==> config.mk <==
export PLATFORM = sky130hd
export DESIGN_NAME = time_display_scan_flat
export DESIGN_NICKNAME = d
export VERILOG_FILES = /design/src/rtl/time_display_scan_if.sv /design/src/rtl/time_display_scan.sv /design/src/flat_wrapper.sv
export SDC_FILE = /design/constraint.sdc
export NUM_CORES = 1
export LEC_CHECK = 0
export CAP_MARGIN = 10
export CORE_MARGIN = 2
export CORE_UTILIZATION = 40
export DETAILED_ROUTE_END_ITERATION = 8
export GPL_TIMING_DRIVEN = 0
export PLACE_DENSITY_LB_ADDON = 0.12
export SYNTH_ARGS = -nofsm -noshare
export SYNTH_HDL_FRONTEND = slang
export SYNTH_SLANG_ARGS = --single-unit
==> constraint.sdc <==
create_clock -name clk -period 4.2 [get_ports clk]
set_input_delay 0.84 -clock clk [delete_from_list [all_inputs] [get_ports clk]]
set_output_delay 0.84 -clock clk [all_outputs]
set_load 0.01 [all_outputs]
==> src/rtl/time_display_scan_if.sv <==
// Signal bundle between the timekeeping counters, the display scanner and the 7-segment pins.
interface time_display_scan_if;
    logic [7:0] hour;
    logic [7:0] minute;
    logic [7:0] second;
    logic [6:0] seg;
    logic       dp;
    logic [5:0] dig_en;
    logic       frame;

    modport master (
        output hour, minute, second,
        input  seg, dp, dig_en, frame
    );

    modport slave (
        input  hour, minute, second,
        output seg, dp, dig_en, frame
    );
endinterface

==> src/rtl/time_display_scan.sv <==
// Six-digit multiplexed 7-segment scanner for hh:mm:ss with per-frame subtract-by-ten BCD conversion.
// Define DISP_BLINK_EN to drive dp as a colon that blinks with the displayed second LSB.
module time_display_scan #(
    parameter int unsigned SCAN_DIV = 1000
) (
    input logic                clk,
    input logic                rst,
    time_display_scan_if.slave bus
);
    localparam logic [3:0]  CodeDash  = 4'd10;
    localparam logic [3:0]  CodeBlank = 4'd15;
    localparam logic [15:0] ScanLast  = 16'(SCAN_DIV - 1);

    typedef enum logic [1:0] {StIdle, StLoad, StConv} conv_state_e;

    function automatic logic [6:0] seg_decode(input logic [3:0] code);
        logic [6:0] pat;
        case (code)
            4'd0:    pat = 7'h3F;
            4'd1:    pat = 7'h06;
            4'd2:    pat = 7'h5B;
            4'd3:    pat = 7'h4F;
            4'd4:    pat = 7'h66;
            4'd5:    pat = 7'h6D;
            4'd6:    pat = 7'h7D;
            4'd7:    pat = 7'h07;
            4'd8:    pat = 7'h7F;
            4'd9:    pat = 7'h6F;
            4'd10:   pat = 7'h40;
            default: pat = 7'h00;
        endcase
        return pat;
    endfunction

    // Scan timing
    logic [15:0] scan_q, scan_d;
    logic [2:0]  idx_q, idx_d;
    logic        scan_tc, frame_start;

    assign scan_tc     = (scan_q == ScanLast);
    assign frame_start = scan_tc && (idx_q == 3'd5);

    always_comb begin
        scan_d = scan_tc ? 16'd0 : scan_q + 16'd1;
        idx_d  = idx_q;
        if (scan_tc) begin
            idx_d = (idx_q == 3'd5) ? 3'd0 : idx_q + 3'd1;
        end
    end

    // Display path: outputs are decoded from next-state so dig_en and seg switch together
    logic [5:0][3:0] shadow_q, disp_q, disp_d;
    logic [6:0]      seg_q;
    logic [5:0]      dig_en_q;
    logic            frame_q;

    assign disp_d = frame_start ? shadow_q : disp_q;

    always_ff @(posedge clk or posedge rst) begin
        if (rst) begin
            scan_q   <= 16'd0;
            idx_q    <= 3'd0;
            disp_q   <= {6{CodeBlank}};
            seg_q    <= 7'h00;
            dig_en_q <= 6'b000001;
            frame_q  <= 1'b0;
        end else begin
            scan_q   <= scan_d;
            idx_q    <= idx_d;
            disp_q   <= disp_d;
            seg_q    <= seg_decode(disp_d[idx_d]);
            dig_en_q <= 6'b000001 << idx_d;
            frame_q  <= frame_start;
        end
    end

    assign bus.seg    = seg_q;
    assign bus.dig_en = dig_en_q;
    assign bus.frame  = frame_q;

    // Converter
    conv_state_e state_q, state_d;
    logic [1:0]  field_q;
    logic [7:0]  snap_s_q, snap_m_q, snap_h_q;
    logic [7:0]  work_q;
    logic [3:0]  tens_q;
    logic [7:0]  field_val;
    logic        do_load, do_sub, do_write;

    always_comb begin
        case (field_q)
            2'd0:    field_val = snap_s_q;
            2'd1:    field_val = snap_m_q;
            default: field_val = snap_h_q;
        endcase
    end

    always_comb begin
        state_d  = state_q;
        do_load  = 1'b0;
        do_sub   = 1'b0;
        do_write = 1'b0;
        unique case (state_q)
            StIdle: begin
                if (frame_start) state_d = StLoad;
            end
            StLoad: begin
                do_load = 1'b1;
                state_d = StConv;
            end
            StConv: begin
                // Out-of-range fields skip subtraction and write dashes straight away
                if (work_q >= 8'd10 && work_q < 8'd100) begin
                    do_sub = 1'b1;
                end else begin
                    do_write = 1'b1;
                    state_d  = (field_q == 2'd2) ? StIdle : StLoad;
                end
            end
            default: state_d = StIdle;
        endcase
    end

    always_ff @(posedge clk or posedge rst) begin
        if (rst) begin
            state_q <= StIdle;
        end else begin
            state_q <= state_d;
        end
    end

    always_ff @(posedge clk or posedge rst) begin
        if (rst) begin
            field_q  <= 2'd0;
            snap_s_q <= 8'd0;
            snap_m_q <= 8'd0;
            snap_h_q <= 8'd0;
            work_q   <= 8'd0;
            tens_q   <= 4'd0;
            shadow_q <= {6{CodeBlank}};
        end else begin
            if (frame_start) begin
                snap_s_q <= bus.second;
                snap_m_q <= bus.minute;
                snap_h_q <= bus.hour;
                field_q  <= 2'd0;
            end
            if (do_load) begin
                work_q <= field_val;
                tens_q <= 4'd0;
            end
            if (do_sub) begin
                work_q <= work_q - 8'd10;
                tens_q <= tens_q + 4'd1;
            end
            if (do_write) begin
                if (work_q >= 8'd100) begin
                    shadow_q[{field_q, 1'b0}] <= CodeDash;
                    shadow_q[{field_q, 1'b1}] <= CodeDash;
                end else begin
                    shadow_q[{field_q, 1'b0}] <= work_q[3:0];
                    shadow_q[{field_q, 1'b1}] <= tens_q;
                end
                field_q <= field_q + 2'd1;
            end
        end
    end

`ifdef DISP_BLINK_EN
    // Committed copy tracks the snapshot whose digits are being displayed, not the newest one
    logic sec_lsb_q, sec_lsb_d;
    logic dp_q;

    assign sec_lsb_d = frame_start ? snap_s_q[0] : sec_lsb_q;

    always_ff @(posedge clk or posedge rst) begin
        if (rst) begin
            sec_lsb_q <= 1'b0;
            dp_q      <= 1'b0;
        end else begin
            sec_lsb_q <= sec_lsb_d;
            dp_q      <= sec_lsb_d & ((idx_d == 3'd2) | (idx_d == 3'd4));
        end
    end

    assign bus.dp = dp_q;
`else
    assign bus.dp = 1'b0;
`endif
endmodule

==> src/flat_wrapper.sv <==
// flat-port wrapper written by rule: the top's interface ports become plain ports
module time_display_scan_flat 
#(
    parameter int unsigned SCAN_DIV = 1000
)
  (clk, rst, bus_hour, bus_minute, bus_second, bus_seg, bus_dp, bus_dig_en, bus_frame);
  time_display_scan_if bus_i ();
  input logic clk;
  input logic rst;
  input wire logic [$bits(bus_i.hour)-1:0] bus_hour;
  input wire logic [$bits(bus_i.minute)-1:0] bus_minute;
  input wire logic [$bits(bus_i.second)-1:0] bus_second;
  output wire logic [$bits(bus_i.seg)-1:0] bus_seg;
  output wire logic [$bits(bus_i.dp)-1:0] bus_dp;
  output wire logic [$bits(bus_i.dig_en)-1:0] bus_dig_en;
  output wire logic [$bits(bus_i.frame)-1:0] bus_frame;
  assign bus_i.hour = bus_hour;
  assign bus_i.minute = bus_minute;
  assign bus_i.second = bus_second;
  assign bus_seg = bus_i.seg;
  assign bus_dp = bus_i.dp;
  assign bus_dig_en = bus_i.dig_en;
  assign bus_frame = bus_i.frame;
  time_display_scan #(.SCAN_DIV(SCAN_DIV)) u_core (.clk(clk), .rst(rst), .bus(bus_i));
endmodule
== Word-level counts from Yosys, hierarchy flattened ==
Memory sizes are Yosys's and may differ from the RTL's. A register that Yosys moved wholly into a read port is not among the register bits.
Cells that the tools add are included.
Storage, ports and cells
  register bits after elaboration: 114
  memory bits (read-only): 112
  bits of input ports: 26
  output and inout bits: 15
  word-level logic and storage cells: 90
  memories kept: 1
Cells by class
  add/sub/neg operators: 5
  order comparisons: 8
  equality and inequality tests: 8
  shifts and indexed selects: 1
  multiplexer cells: 29
  bitwise operators: 6
  reduce and logical (&&, ||, !) cells: 9
Memory list
  (no name shown): depth 16, width 7, rd ports 1, clocked after memory_dff 1, wr ports 0, RTL line time_display_scan.sv:18  | case (code)
Operators by type and width (count)
  $bwmux W24: 2
  $mux W24: 2
  $and A12 B12 Y12: 2
  $mux W4: 5
  $add A16 B1 Y16 const B: 1
  $demux W4 S2: 2
  $eq A16 B10 Y1 const B: 1
  $mux W16: 1
  $mux W8: 2
  $pmux W8 S2: 1
  $bmux W4 S3: 1
  $lt A3 B4 Y1 const B: 3
  $not A10 Y12: 1
  $not A12 Y12: 1
  $or A12 B10 Y12: 1
  $or A12 B12 Y12: 1
  $ge A8 B4 Y1 const B: 1
  $ge A8 B7 Y1 const B: 1
  $lt A8 B7 Y1 const B: 1
  $mux W2: 4
  $sub A8 B4 Y8 const B: 1
  $ge A3 B1 Y1 const B: 2
  $mux W1: 6
  $mux W3: 2
  other kinds (14): 21

== Depth between registers and ports, before layout ==
  depth after elaboration: 8
  gate-level depth with buffers: 13

== Least setup slack after synthesis ==
No wires, ideal clock.
  kind: register -> register
  start: register u_core.scan_q[3]
  end: register u_core.seg_q[4], in the netlist u_core.bus.seg[4]
  library setup time: 0.126 ns
  arrival: 3.108 ns
  required time: 4.074 ns
  path slack: 0.966 ns
  stages on the path, launching flop included: 11
  path buffers: 2
  clock period less this slack: 3.234 ns
  cell sequence: dfrtp_1 > or4b_4 > or4_1 > buf_2 > buf_2 > o211a_1 > o32a_1 > o211ai_1 > inv_1 > ha_1 > a221o_1
Between the ends
  cells in the longest elaborated chain, start to end: 5
  elaborated cells on any way between the ends: 6
  those cells by class: eq/ne (1); mux (4); reduce/logical (1)
RTL lines
  start: declaration: RTL line time_display_scan.sv:36  | logic [15:0] scan_q, scan_d;
  start signal: assignment: RTL line time_display_scan.sv:68  | scan_q <= scan_d;
  $eq A16 B10 Y1 (*): RTL line time_display_scan.sv:40  | assign scan_tc = (scan_q == ScanLast);
  $logic_and A1 B1 Y1: RTL line time_display_scan.sv:41  | assign frame_start = scan_tc && (idx_q == 3'd5);
  $mux W24: RTL line time_display_scan.sv:57  | assign disp_d = frame_start ? shadow_q : disp_q;
  $bmux W4 S3 (*): RTL line time_display_scan.sv:71  | seg_q <= seg_decode(disp_d[idx_d]);
  $mux W4 (implied by the code) (*): RTL line time_display_scan.sv:71
  end: declaration: RTL line time_display_scan.sv:53  | logic [6:0] seg_q;
Mark *: on every way between the ends. The rest lies on a longest branch, timed or not. The select of a mux whose other input is x is not followed.
A chain may end at the register's enable or synchronous reset.

== Worst setup path after layout ==
  start: register u_core.scan_q[3]
  end: register u_core.seg_q[0], in the netlist u_core.bus.seg[0]
Same word-level chain as after synthesis.

==> flow_summary.ini <==
[route]
viasPerCell = 5.162
drc = 0
routedWlPerCell_um = 15.88
ant_nets = 0
wl_mm = 13.69
drt_pass1_iterations = 4
vias = 4450
dr.first_iter.drc_count = 278

[status]
status = completed

[finish]
drive_above_1_share = 0.1437
area_delta_synth_final_pct = 22.71
layoutNonFillerInstCount = 862
final_common_cell = nand2_1
antennaDiodeCount = 0
final_cell_mix = nand2_1 (183), dfrtp_1 (72), dfstp_2 (49)
layout.nets = 708
finalCoreUtilization = 0.5035

[setup_path]
cp_slowest_cell = nor4_2
critical_path.max_fanout = 10
path_class = register to register
crit_arrival_ps = 4160
r2r-start = u_core.scan_q[3]
r2r_slack_ps = 320
worstRegToRegCells = 8
crit_path_frequent_cell = mux2i_1
cp.required_ps = 4490
start_kind = register
cp_slowest_stage_delay_ps = 820
endpoint_kind = register
r2r_end = u_core.bus.seg[0]
worstPathCellList = or4b_4 -> nor4_2 -> mux2i_1 -> a211oi_1 -> nor4_1 -> buf_4 -> mux2i_1 -> o22ai_1

[synth]
synth.largest_area_cell = dfrtp_1
synth.top_cell.area_share = 0.3151
synthDistinctLibCells = 57
synth-main-ff-cell = dfrtp_1
synth-edff-count = 0
syn_inst = 610
avgSynthCellArea_um2 = 9.374
synthTopCellsByArea = dfrtp_1 (32%), dfstp_2 (23%), nand2_1 (12%)
syn-num-nets = 649
ys_ff_latch = 121
ys_warn_count = 0
synth_area_um2 = 5718
ys_seq_area_frac = 0.5403
async_reset_ff_frac = 1.000

[grt]
grt_max_degree = 88
grt_pass1_vias = 4537
antenna_found_initial = 0
grt_usage = 0.2011
grt-ovfl-total = 0
grt_pass1_wl_mm = 23.09

[power_and_ir_drop]
combPwrFrac = 0.018
power_frac_seq = 0.416
vdd_ir_drop_max_mv = 0.2730
power-per-cell-area_nw_per_um2 = 401.1
p_sw_uw = 536.0
leakage_uw = 0.003047
power_switching_share = 0.1905
intPower_uw = 2278
p_clk_frac = 0.567

[clocking]
ctsHoldBuffers = 0
clk_latency_ps = 420
cts.sinks = 121
cts_buffer_depth = 2
postCtsSetupRepairBufs = 0
numCtsBuffers = 17
cts_max_level = 4
cts_resized = 0
cts_tree = yes
root_buffer = clkbuf_16
clkSlewWorstSetupHoldPaths_ps = 50

[flow_run]
drv_cap = 0

[sta]
setup_tns_ps = 0
hold_viol_final = 0
period_needed_ps = 3879
tightest_slew_ps = 896.1
maxSlewViolCount = 0
slew_headroom = 0.3977
fin_crit_sh = 0.9236
setup_slack_ps = 321.1
grt_setup_unrepaired = false
whs_ps = 456.2
finalSetupViolations = 0
fmax_mhz = 257.8
fin_worst_skew_ps = 5.661

[hold_path]
min_path_cells = 2
hold_end = u_core.disp_q[17]
hp-class = register to register
min_from = u_core.shadow_q[17]

[floorplanning]
num_io_pins = 41
die_h_um = 123.6
die_area_um2 = 15270
num_rows = 43
die_w_um = 123.6
core-area_um2 = 13930
initial_utilization = 0.4103

[place]
portBuffers = 39
dpl_worst_slack_ps = 384.4
gp_congestion = 0.8401
place_inst = 830
hpwl_mm = 9.804
-- Yosys cell counts (3+ instances only) --
library cell and number:
nand2_1 183, dfrtp_1 72, dfstp_2 49, o21ai_0 48
nor2_1 35, clkbuf_1 23, inv_1 17, nand3_1 17
ha_1 13, a21oi_1 11, mux2i_1 10, xnor2_1 8
xor2_1 8, a211oi_1 6, a22oi_1 6, nand2b_1 6
o22ai_1 6, a21o_1 5, a22o_1 5, nor2b_1 5
nor3_1 5, o21ai_1 5, a31oi_1 4, and2_1 4
nand3b_1 4, and3_1 3, buf_2 3, mux2_2 3
o221ai_1 3, o31ai_1 3, or3_1 3, or4_1 3
-- registers in the layout (all words and copies together), names as in the netlist --
name,count
u_core.disp_q,24
u_core.shadow_q,24
u_core.scan_q,16
u_core.snap_h_q,8
u_core.snap_m_q,8
u_core.snap_s_q,8
u_core.work_q,8
u_core.bus.seg,7
u_core.bus.dig_en,6
u_core.tens_q,4
u_core.idx_q,3
u_core.field_q,2
u_core.state_q,2
u_core.bus.frame,1
-- worst max-delay path, delay by kind of cell (launching register included) --
| family | cells | cell delay, ps |
|---|---|---|
| simple gates | 3 | 2030 |
| mux | 2 | 790 |
| flops | 1 | 410 |
| buf+inv | 1 | 300 |
| compound gates | 2 | 220 |
-- power groups by stage --
stage / combinational [µW] / clock, µW / sequential (µW)
detailed placement: 52.2 / 0 / 1190
floorplan: 17.8 / 0 / 1190
global placement: 47.3 / 0 / 1190
CTS: 52.5 / 1620 / 1170
finish: 50.1 / 1590 / 1170
global route: 57.1 / 1680 / 1170
-- worst max path at each step --
stage                                start              endpoint  slack (ps)
after floorplan                        rst  u_core.bus.dig_en[1]         230
after CTS                 u_core.scan_q[3]     u_core.bus.seg[4]         400
after detailed placement  u_core.scan_q[3]     u_core.bus.seg[4]         380
final                     u_core.scan_q[3]     u_core.bus.seg[0]         320
after global routing      u_core.scan_q[0]     u_core.bus.seg[3]         100
after global placement                 rst     u_core.bus.seg[0]       -1470
-- metrics by stage --
step	power (µW)	instance area [µm²]
final	2814	7017
after global placement	1235	6334
after floorplan	1205	5718
after CTS	2843	7017
after global routing	2903	7017
after detailed placement	1240	6366
-- routing by layer --
metal  up-vias  share of wire  GRT usage  wire length, µm
met5         -              0          0                0
met1      2164           0.46     0.2570             6293
met3        28          0.030    0.04382              413
li1       2178              -          -                -
met2        80           0.48     0.3283             6625
met4         0          0.026    0.08736              358
-- final cells by class --
cell class | count | area, µm²
well taps | 180 | 225.2
clock buffers | 25 | 515.5
clock inverters | 7 | 135.1
fillers | 1297 | 6918
inverters | 19 | 76.32
repair buffers | 40 | 417.9
flip-flops and latches | 121 | 3089
multi-input cells | 441 | 2430
plain buffers | 29 | 127.6
-- cells by family (layout without fill, tap and decap cells) --
kind of cell / after synthesis / in the layout / share of synthesized area
xor gates and xnor gates: 16 / 16 / 0.02451
and+or+nand+nor: 281 / 281 / 0.2190
muxes: 13 / 13 / 0.02341
buffers and inverters: 48 / 120 / 0.03479
adders and majority gates: 13 / 13 / 0.02845
AOI/OAI and AO/OA: 117 / 117 / 0.1289
DFF: 121 / 121 / 0.5403
other: 1 / 1 / 0.0006558
(Power assumes the default switching activity.)
